$ cat src/rtl/steering_pkg.sv
// Shared types and helpers for the steering command conditioner.
// Latency: none (types and pure functions only).
// Backpressure: not applicable.
package steering_pkg;

   // Controller mode: follow navigation targets, or drive the wheel home.
   typedef enum logic [0:0] {
      TRACK  = 1'b0,
      HOMING = 1'b1
   } state_t;

   // Clamp a requested direction into [lo, hi].
   // Values are carried as 32-bit unsigned so any WIDTH up to 32 fits.
   function automatic int unsigned clamp_pos(
      input int unsigned val,
      input int unsigned lo,
      input int unsigned hi
   );
      int unsigned res;
      res = val;
      if (val < lo) begin
         res = lo;
      end else if (val > hi) begin
         res = hi;
      end
      return res;
   endfunction

endpackage

$ cat src/rtl/steering_slew_ctrl_tick_gen.sv
// Prescaler producing a one-cycle update tick every TICK_DIV clocks.
// Latency: first tick TICK_DIV cycles after reset release, then periodic.
// Backpressure: none; the tick is free-running and never stalls.
module tick_gen #(
   parameter int unsigned TICK_DIV = 50000
) (
   input  logic CLOCK_50,
   input  logic reset_n,
   output logic tick
);

   localparam int unsigned   CW   = (TICK_DIV > 1) ? $clog2(TICK_DIV) : 1;
   localparam logic [CW-1:0] LAST = CW'(TICK_DIV - 1);

   logic [CW-1:0] cnt;

   // Count 0..TICK_DIV-1 and wrap; the wrap cycle is the tick.
   always_ff @(posedge CLOCK_50 or negedge reset_n) begin
      if (!reset_n) begin
         cnt <= '0;
      end else if (cnt == LAST) begin
         cnt <= '0;
      end else begin
         cnt <= cnt + CW'(1);
      end
   end

   // Tick is decoded from the counter register only, so it is glitch-free
   // with respect to the other inputs and lands on the wrap cycle.
   assign tick = (cnt == LAST);

endmodule

$ cat src/rtl/steering_slew_ctrl.sv
// Rate-limited steering command conditioner with homing sequence.
// Latency: target -> goal 1 cycle; movement on next tick, output 1 cycle after tick.
// Backpressure: while cmd_valid is unaccepted, ticks are skipped (not queued).
module steering_slew_ctrl
   import steering_pkg::*;
#(
   parameter int unsigned WIDTH      = 9,
   parameter int unsigned MIN_POS    = 64,
   parameter int unsigned MAX_POS    = 448,
   parameter int unsigned CENTER_POS = 256,
   parameter int unsigned STEP_MAX   = 4,
   parameter int unsigned TICK_DIV   = 50000
) (
   input  logic             CLOCK_50,
   input  logic             reset_n,
   input  logic [WIDTH-1:0] targetDirection,
   input  logic             target_valid,
   input  logic             reset_Pos,
   output logic [WIDTH-1:0] targetDirection_Ard,
   output logic             cmd_valid,
   input  logic             cmd_ready,
   output logic             reset_Pos_Ard,
   output logic             at_target
);

   localparam logic [WIDTH-1:0] CENTER_W = WIDTH'(CENTER_POS);
   localparam logic [WIDTH:0]   STEP_W   = (WIDTH + 1)'(STEP_MAX);

   // Architectural state.
   state_t           state;
   logic [WIDTH-1:0] goal;
   logic [WIDTH-1:0] cur;
   logic             pending;

   // Update tick from the prescaler.
   logic             tick;

   // Slew datapath.
   logic signed [WIDTH:0] diff;
   logic                  diff_nz;
   logic                  diff_neg;
   logic [WIDTH:0]        mag;
   logic [WIDTH-1:0]      step;
   logic [WIDTH-1:0]      cur_next;
   logic [WIDTH-1:0]      goal_in;

   // Handshake and mode qualifiers.
   logic accept;
   logic issue;
   logic home_done;

   tick_gen #(
      .TICK_DIV (TICK_DIV)
   ) u_tick_gen (
      .CLOCK_50 (CLOCK_50),
      .reset_n  (reset_n),
      .tick     (tick)
   );

   // Clamp the requested direction into the legal mechanical range.
   always_comb begin
      goal_in = WIDTH'(clamp_pos(32'(targetDirection), MIN_POS, MAX_POS));
   end

   // Signed distance to goal and the bounded step toward it.
   always_comb begin
      diff     = $signed({1'b0, goal}) - $signed({1'b0, cur});
      diff_nz  = (diff != '0);
      diff_neg = diff[WIDTH];
      // Magnitude computed directly from the operands avoids negating diff.
      if (diff_neg) begin
         mag = {1'b0, cur} - {1'b0, goal};
      end else begin
         mag = {1'b0, goal} - {1'b0, cur};
      end
      // mag never exceeds 2^WIDTH-1, so the step always fits in WIDTH bits.
      if (mag > STEP_W) begin
         step = STEP_W[WIDTH-1:0];
      end else begin
         step = mag[WIDTH-1:0];
      end
      if (diff_neg) begin
         cur_next = cur - step;
      end else begin
         cur_next = cur + step;
      end
   end

   // Handshake qualifiers: an accept cycle can never also issue, because
   // issue requires pending low while accept requires it high.
   always_comb begin
      accept    = pending & cmd_ready;
      issue     = tick & ~pending & diff_nz;
      home_done = (cur == CENTER_W) & ~pending & ~reset_Pos;
   end

   // Mode FSM and goal register; homing request beats a same-cycle target.
   always_ff @(posedge CLOCK_50 or negedge reset_n) begin
      if (!reset_n) begin
         state <= TRACK;
         goal  <= CENTER_W;
      end else begin
         case (state)
            TRACK: begin
               if (reset_Pos) begin
                  state <= HOMING;
                  goal  <= CENTER_W;
               end else if (target_valid) begin
                  goal <= goal_in;
               end
            end
            HOMING: begin
               // Targets are dropped here; goal stays at centre throughout.
               goal <= CENTER_W;
               if (home_done) begin
                  state <= TRACK;
               end
            end
            default: begin
               state <= TRACK;
               goal  <= CENTER_W;
            end
         endcase
      end
   end

   // Position and pending-command register: step on a free tick, clear on accept.
   always_ff @(posedge CLOCK_50 or negedge reset_n) begin
      if (!reset_n) begin
         cur     <= CENTER_W;
         pending <= 1'b0;
      end else if (accept) begin
         pending <= 1'b0;
      end else if (issue) begin
         cur     <= cur_next;
         pending <= 1'b1;
      end
   end

   // Every output is decoded from registers only, never from an input.
   assign targetDirection_Ard = cur;
   assign cmd_valid           = pending;
   assign reset_Pos_Ard       = (state == HOMING);
   assign at_target           = (cur == goal) & ~pending;

endmodule

$ cat config.mk
export PLATFORM = sky130hd
export DESIGN_NAME = steering_slew_ctrl
export DESIGN_NICKNAME = d
export VERILOG_FILES = /design/src/rtl/steering_pkg.sv /design/src/rtl/steering_slew_ctrl_tick_gen.sv /design/src/rtl/steering_slew_ctrl.sv
export SDC_FILE = /design/constraint.sdc
export NUM_CORES = 1
export LEC_CHECK = 0
export ABC_CLOCK_PERIOD_IN_PS = 10170
export CAP_MARGIN = 5
export CORE_MARGIN = 10
export CORE_UTILIZATION = 30
export CTS_CLUSTER_DIAMETER = 120
export CTS_CLUSTER_SIZE = 12
export DETAILED_ROUTE_END_ITERATION = 10
export HOLD_SLACK_MARGIN = 0.12
export PLACE_DENSITY = 0.58
export SLEW_MARGIN = 20
export SYNTH_ARGS = -nofsm -noshare
export SYNTH_HDL_FRONTEND = slang
export SYNTH_SLANG_ARGS = --single-unit
$ cat constraint.sdc
create_clock -name CLOCK_50 -period 10.17 [get_ports CLOCK_50]
set_input_delay 2.034 -clock CLOCK_50 [delete_from_list [all_inputs] [get_ports CLOCK_50]]
set_output_delay 2.034 -clock CLOCK_50 [all_outputs]
set_load 0.01 [all_outputs]
==> results.ini <==
[synth]
synthCells=344
synth.area.mux_share=0.01081
ys_seq_area_frac=0.3001
synthAdderAreaFrac=0.1363
mappedNetlistNets=389
async_flop_share=1.000
synth_top_family_by_area=compound AO/OA/AOI/OAI gates
synthDistinctLibCells=65
yosys.area.top_type=dfrtp_1
synth_xor_area_frac=0.07855
yosys.area_share.simple=0.1949
ys_ff_latch=36
yosysTopAreaCellShare=0.2826
synth_ff_type=dfrtp_1
synth_common_cells=34 x dfrtp_1, 30 x nor2_1, 29 x inv_1, 28 x ha_1, 28 x nand2_1
ys_warn_count=0
synthMostInstantiatedCell=dfrtp_1
avgSynthCellArea_um2=8.751
synth_edf_count=0
synth-compound-area-share=0.2228
ys_top_cells_by_area=dfrtp_1 28%, ha_1 12%, xnor2_1 4.7%
netlist_area_um2=3010

[run_status]
outcome=finished clean

[drt]
routed_wl_mm=7.474
dr.pass1.iters=4
ant_nets=0
vias=2510
post-route-drc-count=0
first_iter_violations=150
vias_per_cell=5.010
post_drt_wl_per_cell_um=14.92

[timing]
worst_pin_slew_ns=0.8750
period_share=0.5578
drv_slew=0
slew_headroom=0.4122
setup_viol=0
rsz0062_at_grt=no
skew_ns=0.008163
tns_ns=0
finalHoldViolCount=0
fmax_mhz=176.3
fin_crit_ns=5.673

[grt]
grt-ovfl-total=0
met3_usage=0.02047
top_usage_layer=met2
grt_max_degree=37
grtUsageMet2=0.1792
grt_pass1_wl_mm=12.50
grt_pass1_vias=2517
grt_usage=0.1040
grt_util_met1=0.1305
antenna_found_initial=0

[critical_path]
crit_chain=inv_1 -> ha_1 -> and3_1 -> o21a_1 -> nor4_1 -> o211ai_1 -> o311ai_0 -> o31a_1 -> o2bb2ai_1 -> and4_1 -> nand2_1 -> ha_1 -> a22oi_1 -> fa_1 -> a21o_1 -> a21oi_1 -> o21bai_1 -> a2111oi_0 -> or3_1 -> mux2_2 -> o41ai_1 -> or3b_1 -> xnor2_1
critical_path.max_stage_delay_ns=0.47
worst_setup_path_end_kind=flop
crit_fanout=13
arrival_ns=5.89
critPathRequiredTime_ns=10.39
worstRegToRegCells=23
crit_type=flop to flop
critPathLaunch=targetDirection_Ard[2]
r2r_slack_ns=4.50
critPathLaunchType=flop
critPathSlowestCell=dfrtp_1
cp_common_cell=ha_1
reg2reg_from=targetDirection_Ard[2]

[clocking]
clk_latency_ns=0.29
cts-resized-gates=0
clock_sinks=36
cts_tree=done
cts_setup_buffers=0
cts_buffers=5
cts_hold_buf=0
htree_levels=2
clk_pin_slew_ns=0.07
cts_buffer_depth=2
cts-root-buf=clkbuf_8

[layout]
ff_latch_area_um2=903.4
diodes=0
final_cell_count_no_fill=501
drive_above_1_share=0.06250
multiInputGateArea_um2=1937
fin_nets=412
syn_to_final_growth_pct=15.46
fillCellCount=1036

[power]
comb_power_share=0.033
finalPower_w=0.0002775
peakVddDrop_uv=49.67
p_switching_w=0.00005729
power.internal_w=0.0002202
swShare=0.2065
seq_power_share=0.516
p_per_area_nw_per_um2=79.83
clockPowerShare=0.451
p_leak_nw=1.515

[flow_run]
maxCapViolations=0

[min_path]
min_path_cells=1
worstHoldPathType=flop to flop
holdCritStartpoint=u_tick_gen.cnt[0]

[floorplan]
core-area_um2=9774
die-height_um=120.2
rows=36
die-area_um2=14440
initial_core_util=0.3080
ios=26
die_w_um=120.2

[placement]
dp_hpwl_mm=6.009
finalWeightedCongestion=0.9169
port-buffer-count=25
dp_cells=493

-- layer usage --
| layer | up-vias | share of wire |
|---|---|---|
| li1 | 1278 | - |
| met1 | 1192 | 0.47 |
| met2 | 31 | 0.49 |
| met3 | 9 | 0.030 |
| met4 | 0 | 0.013 |
| met5 | - | 0 |
-- power groups by stage --
stage	sequential [W]	clock (W)	combinational, W
after detailed placement	0.000146	0	0.00000955
after global placement	0.000146	0	0.00000944
after floorplan	0.000146	0	0.000000625
after CTS	0.000143	0.000129	0.00000953
final	0.000143	0.000125	0.00000922
after global routing	0.000143	0.000136	0.0000104
-- per-stage QoR --
| step | cell area, um2 | setup WS [ns] | util | hold slack [ns] |
|---|---|---|---|---|
| 6_report | 3476 | 4.497 | 0.3556 | 0.4614 |
| 5_1_grt | 3476 | 3.855 | 0.3556 | 0.4857 |
| 4_1_cts | 3476 | 4.505 | 0.3556 | 0.4660 |
| 3_5_place_dp | 3364 | 4.606 | 0.3442 | 0.4556 |
| 3_3_place_gp | 3364 | 4.625 | 0.3442 | 0.4472 |
| 2_1_floorplan | 3010 | 5.084 | - | 0.4329 |
-- kinds of logic after synthesis --
kind of cell | Yosys count
AOI/OAI and AO/OA | 92
muxes | 3
xor gates and xnor gates | 27
and+or+nand+nor | 116
adders and majority gates | 31
buffers and inverters | 39
DFF | 36
-- placed cells by master (no fill, tap or decap), drive strengths merged, types with 11 or more instances in the layout --
master | synthesis | routed
nand2 | 29 | 29
inv | 30 | 30
ha | 28 | 28
xor2 | 11 | 11
dfrtp | 34 | 34
nor2 | 31 | 31
o21ai | 20 | 20
clkdlybuf4s50 | 0 | 24
a21oi | 21 | 21
xnor2 | 16 | 16
-- critical path, delay by kind of cell, from the launching register on --
| kind | cells | cell delay (ns) |
|---|---|---|
| and+or+nand+nor | 6 | 1.47 |
| muxes | 1 | 0.16 |
| adders and majority gates | 3 | 1.19 |
| AOI/OAI and AO/OA | 11 | 2.06 |
| buffers and inverters | 1 | 0.11 |
| xor gates and xnor gates | 1 | 0.14 |
| DFF | 1 | 0.47 |
-- path summary, 6_finish.rpt --
kind                                                to
worst min-delay path                 u_tick_gen.cnt[0]
max in group asynchronous       targetDirection_Ard[6]
worst min register to register       u_tick_gen.cnt[0]
worst max register to register  targetDirection_Ard[8]
worst max-delay path            targetDirection_Ard[8]
min in group asynchronous            u_tick_gen.cnt[8]
-- state kept, by name, summed over array words and instances (netlist names) --
register,cells
targetDirection_Ard,9
reset_Pos_Ard,1
cmd_valid,1
goal,9
u_tick_gen.cnt,16
-- area by class of cell --
class	instances	share of cell area
Timing Repair Buffer	25	0.07055
Clock inverter	3	0.01224
Inverter	30	0.03240
Sequential cell	36	0.2599
Clock buffer	5	0.01980
Multi-Input combinational cell	269	0.5572
Tap cell	133	0.04788
(Power assumes the default switching activity.)
